File: src/rtl/sctag_pcx_rptr_pkg.sv
// Shared constants and sizing helpers for the PCX->SCTAG pipelined repeater.
package sctag_pcx_rptr_pkg;

  localparam int PCX_WIDTH_DEF = 124;
  localparam int MAX_STAGES    = 4;

  function automatic int rptr_depth(input int stages);
    return 2 * stages + 4;
  endfunction

  // A stall seen at this fill level still leaves room for everything already in flight.
  function automatic int rptr_stall_thr(input int stages);
    return rptr_depth(stages) - 2 * stages - 1;
  endfunction

endpackage

File: src/rtl/sctag_pcx_rptr_skid.sv
// Generic DEPTH x W skid FIFO with occupancy count, full/empty and sticky overflow.
module sctag_pcx_rptr_skid
  import sctag_pcx_rptr_pkg::*;
#(
  parameter int W     = PCX_WIDTH_DEF + 1,
  parameter int DEPTH = 8
) (
  input  logic                       clk,
  input  logic                       rst_n,
  input  logic                       push,
  input  logic [W-1:0]               push_data,
  input  logic                       pop,
  output logic [W-1:0]               head,
  output logic [$clog2(DEPTH+1)-1:0] count,
  output logic                       full,
  output logic                       empty,
  output logic                       ovfl
);

  localparam int PTR_W = $clog2(DEPTH);
  localparam int CNT_W = $clog2(DEPTH + 1);

  logic [W-1:0]     mem [DEPTH];
  logic [PTR_W-1:0] wr_ptr;
  logic [PTR_W-1:0] rd_ptr;
  logic [CNT_W-1:0] cnt;
  logic             do_push;
  logic             do_pop;

  function automatic logic [PTR_W-1:0] ptr_inc(input logic [PTR_W-1:0] p);
    return (p == PTR_W'(DEPTH - 1)) ? '0 : p + PTR_W'(1);
  endfunction

  assign full    = (cnt == CNT_W'(DEPTH));
  assign empty   = (cnt == '0);
  assign count   = cnt;
  assign head    = mem[rd_ptr];
  assign do_pop  = pop & ~empty;
  // A pop in the same cycle frees the slot, so a full FIFO can still accept.
  assign do_push = push & (~full | do_pop);

  always_ff @(posedge clk or negedge rst_n) begin
    if (!rst_n) begin
      wr_ptr <= '0;
      rd_ptr <= '0;
      cnt    <= '0;
      ovfl   <= 1'b0;
      for (int i = 0; i < DEPTH; i++) mem[i] <= '0;
    end else begin
      if (do_push) begin
        mem[wr_ptr] <= push_data;
        wr_ptr      <= ptr_inc(wr_ptr);
      end
      if (do_pop) rd_ptr <= ptr_inc(rd_ptr);
      if (do_push && !do_pop)      cnt <= cnt + CNT_W'(1);
      else if (do_pop && !do_push) cnt <= cnt - CNT_W'(1);
      if (push && !do_push) ovfl <= 1'b1;
    end
  end

endmodule

File: src/rtl/sctag_pcx_rptr_pipe.sv
// PCX->SCTAG repeater: STAGES-deep forward and stall-return pipes feeding an output skid FIFO.
// Optional even parity on buffered packets is enabled by defining SCTAG_PCX_RPTR_PAR_EN.
module sctag_pcx_rptr_pipe
  import sctag_pcx_rptr_pkg::*;
#(
  parameter int WIDTH  = PCX_WIDTH_DEF,
  parameter int STAGES = 2
) (
  input  logic             rclk,
  input  logic             arst_l,
  input  logic             pcx_sctag_data_rdy_px1,
  input  logic             pcx_sctag_atm_px1,
  input  logic [WIDTH-1:0] pcx_sctag_data_px2,
  input  logic             sctag_pcx_stall_pq,
  output logic             pcx_sctag_data_rdy_buf,
  output logic             pcx_sctag_atm_buf,
  output logic [WIDTH-1:0] pcx_sctag_data_buf,
  output logic             sctag_pcx_stall_pq_buf,
  output logic             rptr_ovfl
`ifdef SCTAG_PCX_RPTR_PAR_EN
  ,
  output logic             rptr_par_err
`endif
);

  localparam int DEPTH     = rptr_depth(STAGES);
  localparam int STALL_THR = rptr_stall_thr(STAGES);
  localparam int CNT_W     = $clog2(DEPTH + 1);
`ifdef SCTAG_PCX_RPTR_PAR_EN
  localparam int PAY_W     = WIDTH + 2;
`else
  localparam int PAY_W     = WIDTH + 1;
`endif

  logic             vld_p   [STAGES];
  logic [PAY_W-1:0] pay_p   [STAGES];
  logic             stall_p [STAGES];
  logic [PAY_W-1:0] pay_in;
  logic [PAY_W-1:0] head;
  logic [CNT_W-1:0] count;
  logic             skid_full;
  logic             skid_empty;
  logic             stall_raw;

`ifdef SCTAG_PCX_RPTR_PAR_EN
  assign pay_in = {^{pcx_sctag_atm_px1, pcx_sctag_data_px2}, pcx_sctag_atm_px1, pcx_sctag_data_px2};
`else
  assign pay_in = {pcx_sctag_atm_px1, pcx_sctag_data_px2};
`endif

  // Forward stages: valid every cycle, payload only alongside a valid.
  always_ff @(posedge rclk or negedge arst_l) begin
    if (!arst_l) begin
      for (int s = 0; s < STAGES; s++) begin
        vld_p[s] <= 1'b0;
        pay_p[s] <= '0;
      end
    end else begin
      vld_p[0] <= pcx_sctag_data_rdy_px1;
      if (pcx_sctag_data_rdy_px1) pay_p[0] <= pay_in;
      for (int s = 1; s < STAGES; s++) begin
        vld_p[s] <= vld_p[s-1];
        if (vld_p[s-1]) pay_p[s] <= pay_p[s-1];
      end
    end
  end

  sctag_pcx_rptr_skid #(
    .W     (PAY_W),
    .DEPTH (DEPTH)
  ) u_skid (
    .clk       (rclk),
    .rst_n     (arst_l),
    .push      (vld_p[STAGES-1]),
    .push_data (pay_p[STAGES-1]),
    .pop       (pcx_sctag_data_rdy_buf),
    .head      (head),
    .count     (count),
    .full      (skid_full),
    .empty     (skid_empty),
    .ovfl      (rptr_ovfl)
  );

  assign pcx_sctag_data_rdy_buf = ~skid_empty & ~sctag_pcx_stall_pq;
  assign pcx_sctag_atm_buf      = head[WIDTH];
  assign pcx_sctag_data_buf     = head[WIDTH-1:0];

  // Stall return stages.
  assign stall_raw = (count >= CNT_W'(STALL_THR));

  always_ff @(posedge rclk or negedge arst_l) begin
    if (!arst_l) begin
      for (int s = 0; s < STAGES; s++) stall_p[s] <= 1'b0;
    end else begin
      stall_p[0] <= stall_raw;
      for (int s = 1; s < STAGES; s++) stall_p[s] <= stall_p[s-1];
    end
  end

  assign sctag_pcx_stall_pq_buf = stall_p[STAGES-1];

`ifdef SCTAG_PCX_RPTR_PAR_EN
  always_ff @(posedge rclk or negedge arst_l) begin
    if (!arst_l)                                rptr_par_err <= 1'b0;
    else if (pcx_sctag_data_rdy_buf && (^head)) rptr_par_err <= 1'b1;
  end
`endif

  // A PCX that ignores the returned stall loses the packet here.
  always @(posedge rclk) begin
    if (arst_l) begin
      assert (!(vld_p[STAGES-1] && skid_full && !pcx_sctag_data_rdy_buf))
        else $warning("sctag_pcx_rptr_pipe: skid write while full, packet dropped");
    end
  end

endmodule

File: config.mk
export PLATFORM = sky130hd
export DESIGN_NAME = sctag_pcx_rptr_pipe
export DESIGN_NICKNAME = d
export VERILOG_FILES = /design/src/rtl/sctag_pcx_rptr_pkg.sv /design/src/rtl/sctag_pcx_rptr_skid.sv /design/src/rtl/sctag_pcx_rptr_pipe.sv
export SDC_FILE = /design/constraint.sdc
export NUM_CORES = 2
export LEC_CHECK = 0
export ABC_AREA = 1
export CAP_MARGIN = 15
export CELL_PAD_IN_SITES_DETAIL_PLACEMENT = 0
export CELL_PAD_IN_SITES_GLOBAL_PLACEMENT = 1
export CORE_MARGIN = 8
export CORE_UTILIZATION = 26
export CTS_BUF_LIST = sky130_fd_sc_hd__clkbuf_8
export CTS_CLUSTER_DIAMETER = 200
export DETAILED_ROUTE_END_ITERATION = 6
export PLACE_DENSITY_LB_ADDON = 0.1
export SYNTH_ARGS = -nofsm -noshare
export SYNTH_HDL_FRONTEND = slang
export SYNTH_HIERARCHICAL = 1
export SYNTH_SLANG_ARGS = --single-unit
File: constraint.sdc
create_clock -name rclk -period 6.6 [get_ports rclk]
set_input_delay 1.65 -clock rclk [delete_from_list [all_inputs] [get_ports rclk]]
set_output_delay 1.65 -clock rclk [all_outputs]
set_load 0.005 [all_outputs]
# [After elaboration in Yosys (flattened, before gate mapping)]
# Index checks and enable logic that the tools add are counted.
[totals] in_bits=129 reg_bits=1265 out_inout_bits=128
[op_classes] order_cmp=4 muxes=10 n_reduce_logical=8 addsub=4 n_eq_ne=3 n_bitwise=9
[op_table] cell="$bwmux 1000" count=1
[op_table] cell="$bmux 125 s3" count=1
[op_table] cell="$demux 125 s3" count=1
[op_table] cell="$mux 125" count=3
[op_table] cell="$ge 4x4->1 const B" count=2
[op_table] cell="$mux 4" count=2
[op_table] cell="$not 3->4" count=2
[op_table] cell="$add 3x1->3 const B" count=2
[op_table] cell="$eq 3x3->1 const B" count=2
[op_table] cell="$mux 3" count=2
[op_table] cell="$add 4x1->4 const B" count=1
[op_table] cell="$eq 4x4->1 const B" count=1
[op_table] cell="$ge 4x2->1 const B" count=1
[op_table] cell="$logic_and 1x1->1" count=4
[op_table] cell="$logic_not 4->1" count=1
[op_table] cell="$lt 4x1->1 const B" count=1
[op_table] cell="$sub 4x1->4 const B" count=1
[op_table] cell="$and 1x1->1" count=3
[op_table] cell="$not 1->1" count=3
[op_table] cell="$logic_not 1->1" count=2
[op_table] cell="$reduce_bool 2->1" count=1
[op_table] cell="$or 1x1->1" count=1

# [Longest topological paths before layout]
[depth] ltp_word=10 depth_mapped=19 mapped_depth_nobuf=17

# [By module]
# Netlist, hierarchy kept.
[by_module_without_submodules] module="sctag_pcx_rptr_skid" cells_each=6976 area_per_inst_um2=51819.7 instances=1
[by_module_without_submodules] module="sctag_pcx_rptr_pipe" cells_each=1064 area_per_inst_um2=9561.7 instances=1

# [Least setup slack after synthesis]
# No wires, ideal clock.
[synth_timing] path_type="input -> register" startpoint="in sctag_pcx_stall_pq" endpoint="reg u_skid.cnt[3], in the netlist u_skid/count[3]" required_time_ps=6484 t_arrival_ps=3527 setup_time_ps=116 path_slack_ps=2956 cell_stages=14 path_cell_list="nor2_1 nand3b_1 buf_6 buf_6 nand2_1 inv_1 ha_1 inv_1 ha_1 or2_2 nand3_1 nand2_1 nand2_1 nand2_1"
[synth_via] elab_chain_cells=8
[synth_rtl] element="start: declaration" line_no="sctag_pcx_rptr_pipe.sv:14" text="input logic sctag_pcx_stall_pq,"
[synth_rtl] element="$not 1->1 *" line_no="sctag_pcx_rptr_pipe.sv:84" text="assign pcx_sctag_data_rdy_buf = ~skid_empty & ~sctag_pcx_stall_pq;"
[synth_rtl] element="$and 1x1->1 *" line_no="sctag_pcx_rptr_pipe.sv:84"
[synth_rtl] element="$and 1x1->1 *" line_no="sctag_pcx_rptr_skid.sv:38" text="assign do_pop = pop & ~empty;"
[synth_rtl] element="$or 1x1->1 *" line_no="sctag_pcx_rptr_skid.sv:40" text="assign do_push = push & (~full | do_pop);"
[synth_rtl] element="$and 1x1->1 *" line_no="sctag_pcx_rptr_skid.sv:40"
[synth_rtl] element="via u_skid.do_push" line_no="sctag_pcx_rptr_skid.sv:27" text="logic do_push;"
[synth_rtl] element="$logic_not 1->1" line_no="sctag_pcx_rptr_skid.sv:56" text="else if (do_pop && !do_push) cnt <= cnt - CNT_W'(1);"
[synth_rtl] element="$logic_and 1x1->1" line_no="sctag_pcx_rptr_skid.sv:56"
[synth_rtl] element="$reduce_bool 2->1 (no source line)"
[synth_rtl] element="end signal: assignment" line_no="sctag_pcx_rptr_skid.sv:55" text="if (do_push && !do_pop) cnt <= cnt + CNT_W'(1);"
[synth_rtl] element="end signal: assignment" line_no="sctag_pcx_rptr_skid.sv:56"
[synth_rtl] element="end: declaration" line_no="sctag_pcx_rptr_skid.sv:26" text="logic [CNT_W-1:0] cnt;"
# Mark *: on every way through the listed nets, which the timed path passes. The rest lies on a longest branch.
# A chain may end at the register's enable or synchronous reset.

# [Final worst setup path]
[layout_timing] startpoint="reg u_skid.rd_ptr[0]" endpoint="out pcx_sctag_data_buf[32]"
[layout_via] elab_chain_cells=4
[layout_rtl] element="start: declaration" line_no="sctag_pcx_rptr_skid.sv:25" text="logic [PTR_W-1:0] rd_ptr;"
[layout_rtl] element="start signal: assignment" line_no="sctag_pcx_rptr_skid.sv:54" text="if (do_pop) rd_ptr <= ptr_inc(rd_ptr);"
[layout_rtl] element="$not 3->4 (not written as such)" line_no="sctag_pcx_rptr_skid.sv:37" text="assign head = mem[rd_ptr];"
[layout_rtl] element="$bmux 125 s3" line_no="sctag_pcx_rptr_skid.sv:37"
[layout_rtl] element="$mux 125 (not written as such) (2 in series)" line_no="sctag_pcx_rptr_skid.sv:37"
[layout_rtl] element="end: declaration" line_no="sctag_pcx_rptr_pipe.sv:17" text="output logic [WIDTH-1:0] pcx_sctag_data_buf,"
# Every way passes these cells. The select of a mux whose other input is x is not followed.

==> qor.yml <==
synth:
  syn_nets: 8176
  synth_area_mm2: 0.0614
  synth.avg_cell_area_um2: 7.63
  netlist_instances: 8039
  synth_warnings: 6
grt:
  grt_pass1_wl_um: 396000
  grt_pass1_vias: 57000
  track_usage_pct: 20.5
  grt_max_degree: 196
  antenna_found_initial: 4
  grt_overflow_total: 0
route:
  drt_first_pass_iters: 6
  vias: 55500
  via_per_inst: 4.96
  wirelength_um: 264000
  drc: 0
  drtAntennaViolNets: 0
  drt_iter0_drc: 4095
  wire_per_inst_um: 23.5
floorplan:
  ioPinCount: 257
  start_util_pct: 26.1
  die_w_um: 502
  die-height_um: 502
  die_area_mm2: 0.252
  rows: 178
  core-area_mm2: 0.235
timing:
  fin_crit_sh_pct: 87.5
  slew_headroom_pct: 25.4
  rsz0062_at_grt: "no"
  setup_viol: 0
  finalSetupTns_ps: 0
  timing.final.crit_period_ps: 5770
  holdWs_ps: 371
  hold_viol_final: 0
  finClkSkew_ps: 57.5
  max_freq_mhz: 173
  drv_slew: 0
  worstMarginPinSlew_ps: 1120
finish:
  multi_input_comb_area_mm2: 0.0257
  fillerInstances: 25500
  final-seq-area_mm2: 0.0317
  fin_util_pct: 30.0
  finish.net_count: 8038
  area_growth_pct: 14.7
  layout-drive-gt1-share_pct: 6.02
clock_network:
  cts_root_buf: "clkbuf_8"
  path_clk_slew_ps: 60
  cts_buffer_depth: 4
  htree_levels: 5
  ctsResizeCount: 0
  cts_num_sinks: 1265
  cts_buffers: 278
  clk_latency_ps: 1000
  tritoncts: "yes"
  post_cts_buffers: 0
  cts_hold_buffers: 0
critical_path:
  crit_path_start_kind: "flop"
  rrSetupSlack_ps: 3000
  reg2reg_depth: 5
  timing.rr.end: "u_skid/mem[272]"
  reg2reg_from: "vld_p[0]"
  crit_fanout: 96
  critPathRequiredTime_ps: 4950
  path_class: "flop to output pin"
  critPathCaptureType: "output pin"
  crit_arrival_ps: 4120
place:
  dp_hpwl_um: 132000
  place_congestion: 0.729
  port-buffer-count: 256
pwr:
  power_uw: 35000
  p_leak_uw: 0.0362
  peakVddDrop_mv: 0.426
  power_density_mw_per_mm2: 497
min_path:
  min_to: "sctag_pcx_stall_pq_buf"
  min_path_cells: 0
  hp-class: "flop to flop"
  holdCritStartpoint: "stall_p[1]"
flow_run:
  cap_violations: 0
outcome:
  status: "finished clean"
## cell usage in the layout (no fill, tap or decap)
| cell | count |
|---|---|
| a21oi_1 | 1 |
| buf_12 | 43 |
| buf_16 | 1 |
| buf_4 | 87 |
| buf_6 | 1 |
| bufinv_16 | 2 |
| clkbuf_8 | 314 |
| clkdlybuf4s50_1 | 254 |
| clkinv_2 | 3 |
| clkinvlp_4 | 2 |
| dfrtp_1 | 1260 |
| dfrtp_4 | 5 |
| diode_2 | 8 |
| fa_1 | 1 |
| ha_1 | 7 |
| inv_1 | 111 |
| inv_2 | 3 |
| inv_4 | 1 |
| inv_6 | 2 |
| inv_8 | 3 |
| nand2_1 | 3785 |
| nand3_1 | 1 |
| nand3_4 | 8 |
| nand3b_1 | 1 |
| nand4_1 | 1000 |
| nor2_1 | 632 |
| nor2_4 | 8 |
| o21ai_0 | 425 |
| o21ai_1 | 80 |
| o21bai_1 | 1 |
| or2_2 | 1 |
| xnor2_1 | 2 |
## layout make-up
type                       count  share of cell area (%)
clock buffer                 314                    6.14
antenna                        8                  0.0284
inverter                      17                   0.140
multi-input combinational   5953                    36.6
clock inverter               110                   0.677
tap                         3150                    5.60
timing repair buffer         386                    5.82
sequential                  1265                    45.0
## where the power goes
group,leakage [uW],internal (uW),switching (uW)
registers,0.0162,10700,1870
logic,0.0171,4660,9730
clock network,0.00285,4330,3710
## state kept, by name, indices dropped and copies added (netlist names)
register                count
sctag_pcx_stall_pq_buf      1
u_skid/mem               1000
stall_p                     1
u_skid/rd_ptr               3
u_skid/ovfl                 1
pay_p                     250
vld_p                       2
u_skid/count                4
u_skid/wr_ptr               3
## per-layer routing
| metal | track usage (%) | share of wire [%] | vias to the layer above |
|---|---|---|---|
| met5 | 0 | 0 | - |
| met4 | 5.14 | 2.3 | 0 |
| met3 | 2.72 | 4.0 | 400 |
| met2 | 34.1 | 47 | 1222 |
| met1 | 28.2 | 47 | 28000 |
| li1 | - | - | 25900 |
## worst max path at each step
stage,startpoint,end,slack (ps),cells after the start
floorplan,sctag_pcx_stall_pq,u_skid/count[3],2960,14
global placement,u_skid/rd_ptr[1],pcx_sctag_data_buf[30],1870,6
detailed placement,u_skid/rd_ptr[1],pcx_sctag_data_buf[87],1860,7
CTS,u_skid/rd_ptr[1],pcx_sctag_data_buf[87],700,7
global route,u_skid/rd_ptr[0],pcx_sctag_data_buf[28],620,9
finish,u_skid/rd_ptr[0],pcx_sctag_data_buf[32],830,9
## worst max-delay path: stages (launching register included)
cell and delay (ps):
dfrtp_4 630, inv_8 550, buf_4 530, nand2_1 100, nand2_1 80, nand2_1 50
o21ai_1 110, nand2_1 70, nand2_1 210, clkdlybuf4s50_1 590
## stage by stage
stage / std cells / worst slack [ps] / cell area [um2]
CTS: 11200 / 705 / 70400
finish: 11200 / 828 / 70400
global route: 11200 / 617 / 70400
detailed placement: 10800 / 1860 / 65600
global placement: 10800 / 1870 / 65600
floorplan: 8039 / 2960 / 61400
Power figures use the tool's default switching activity.
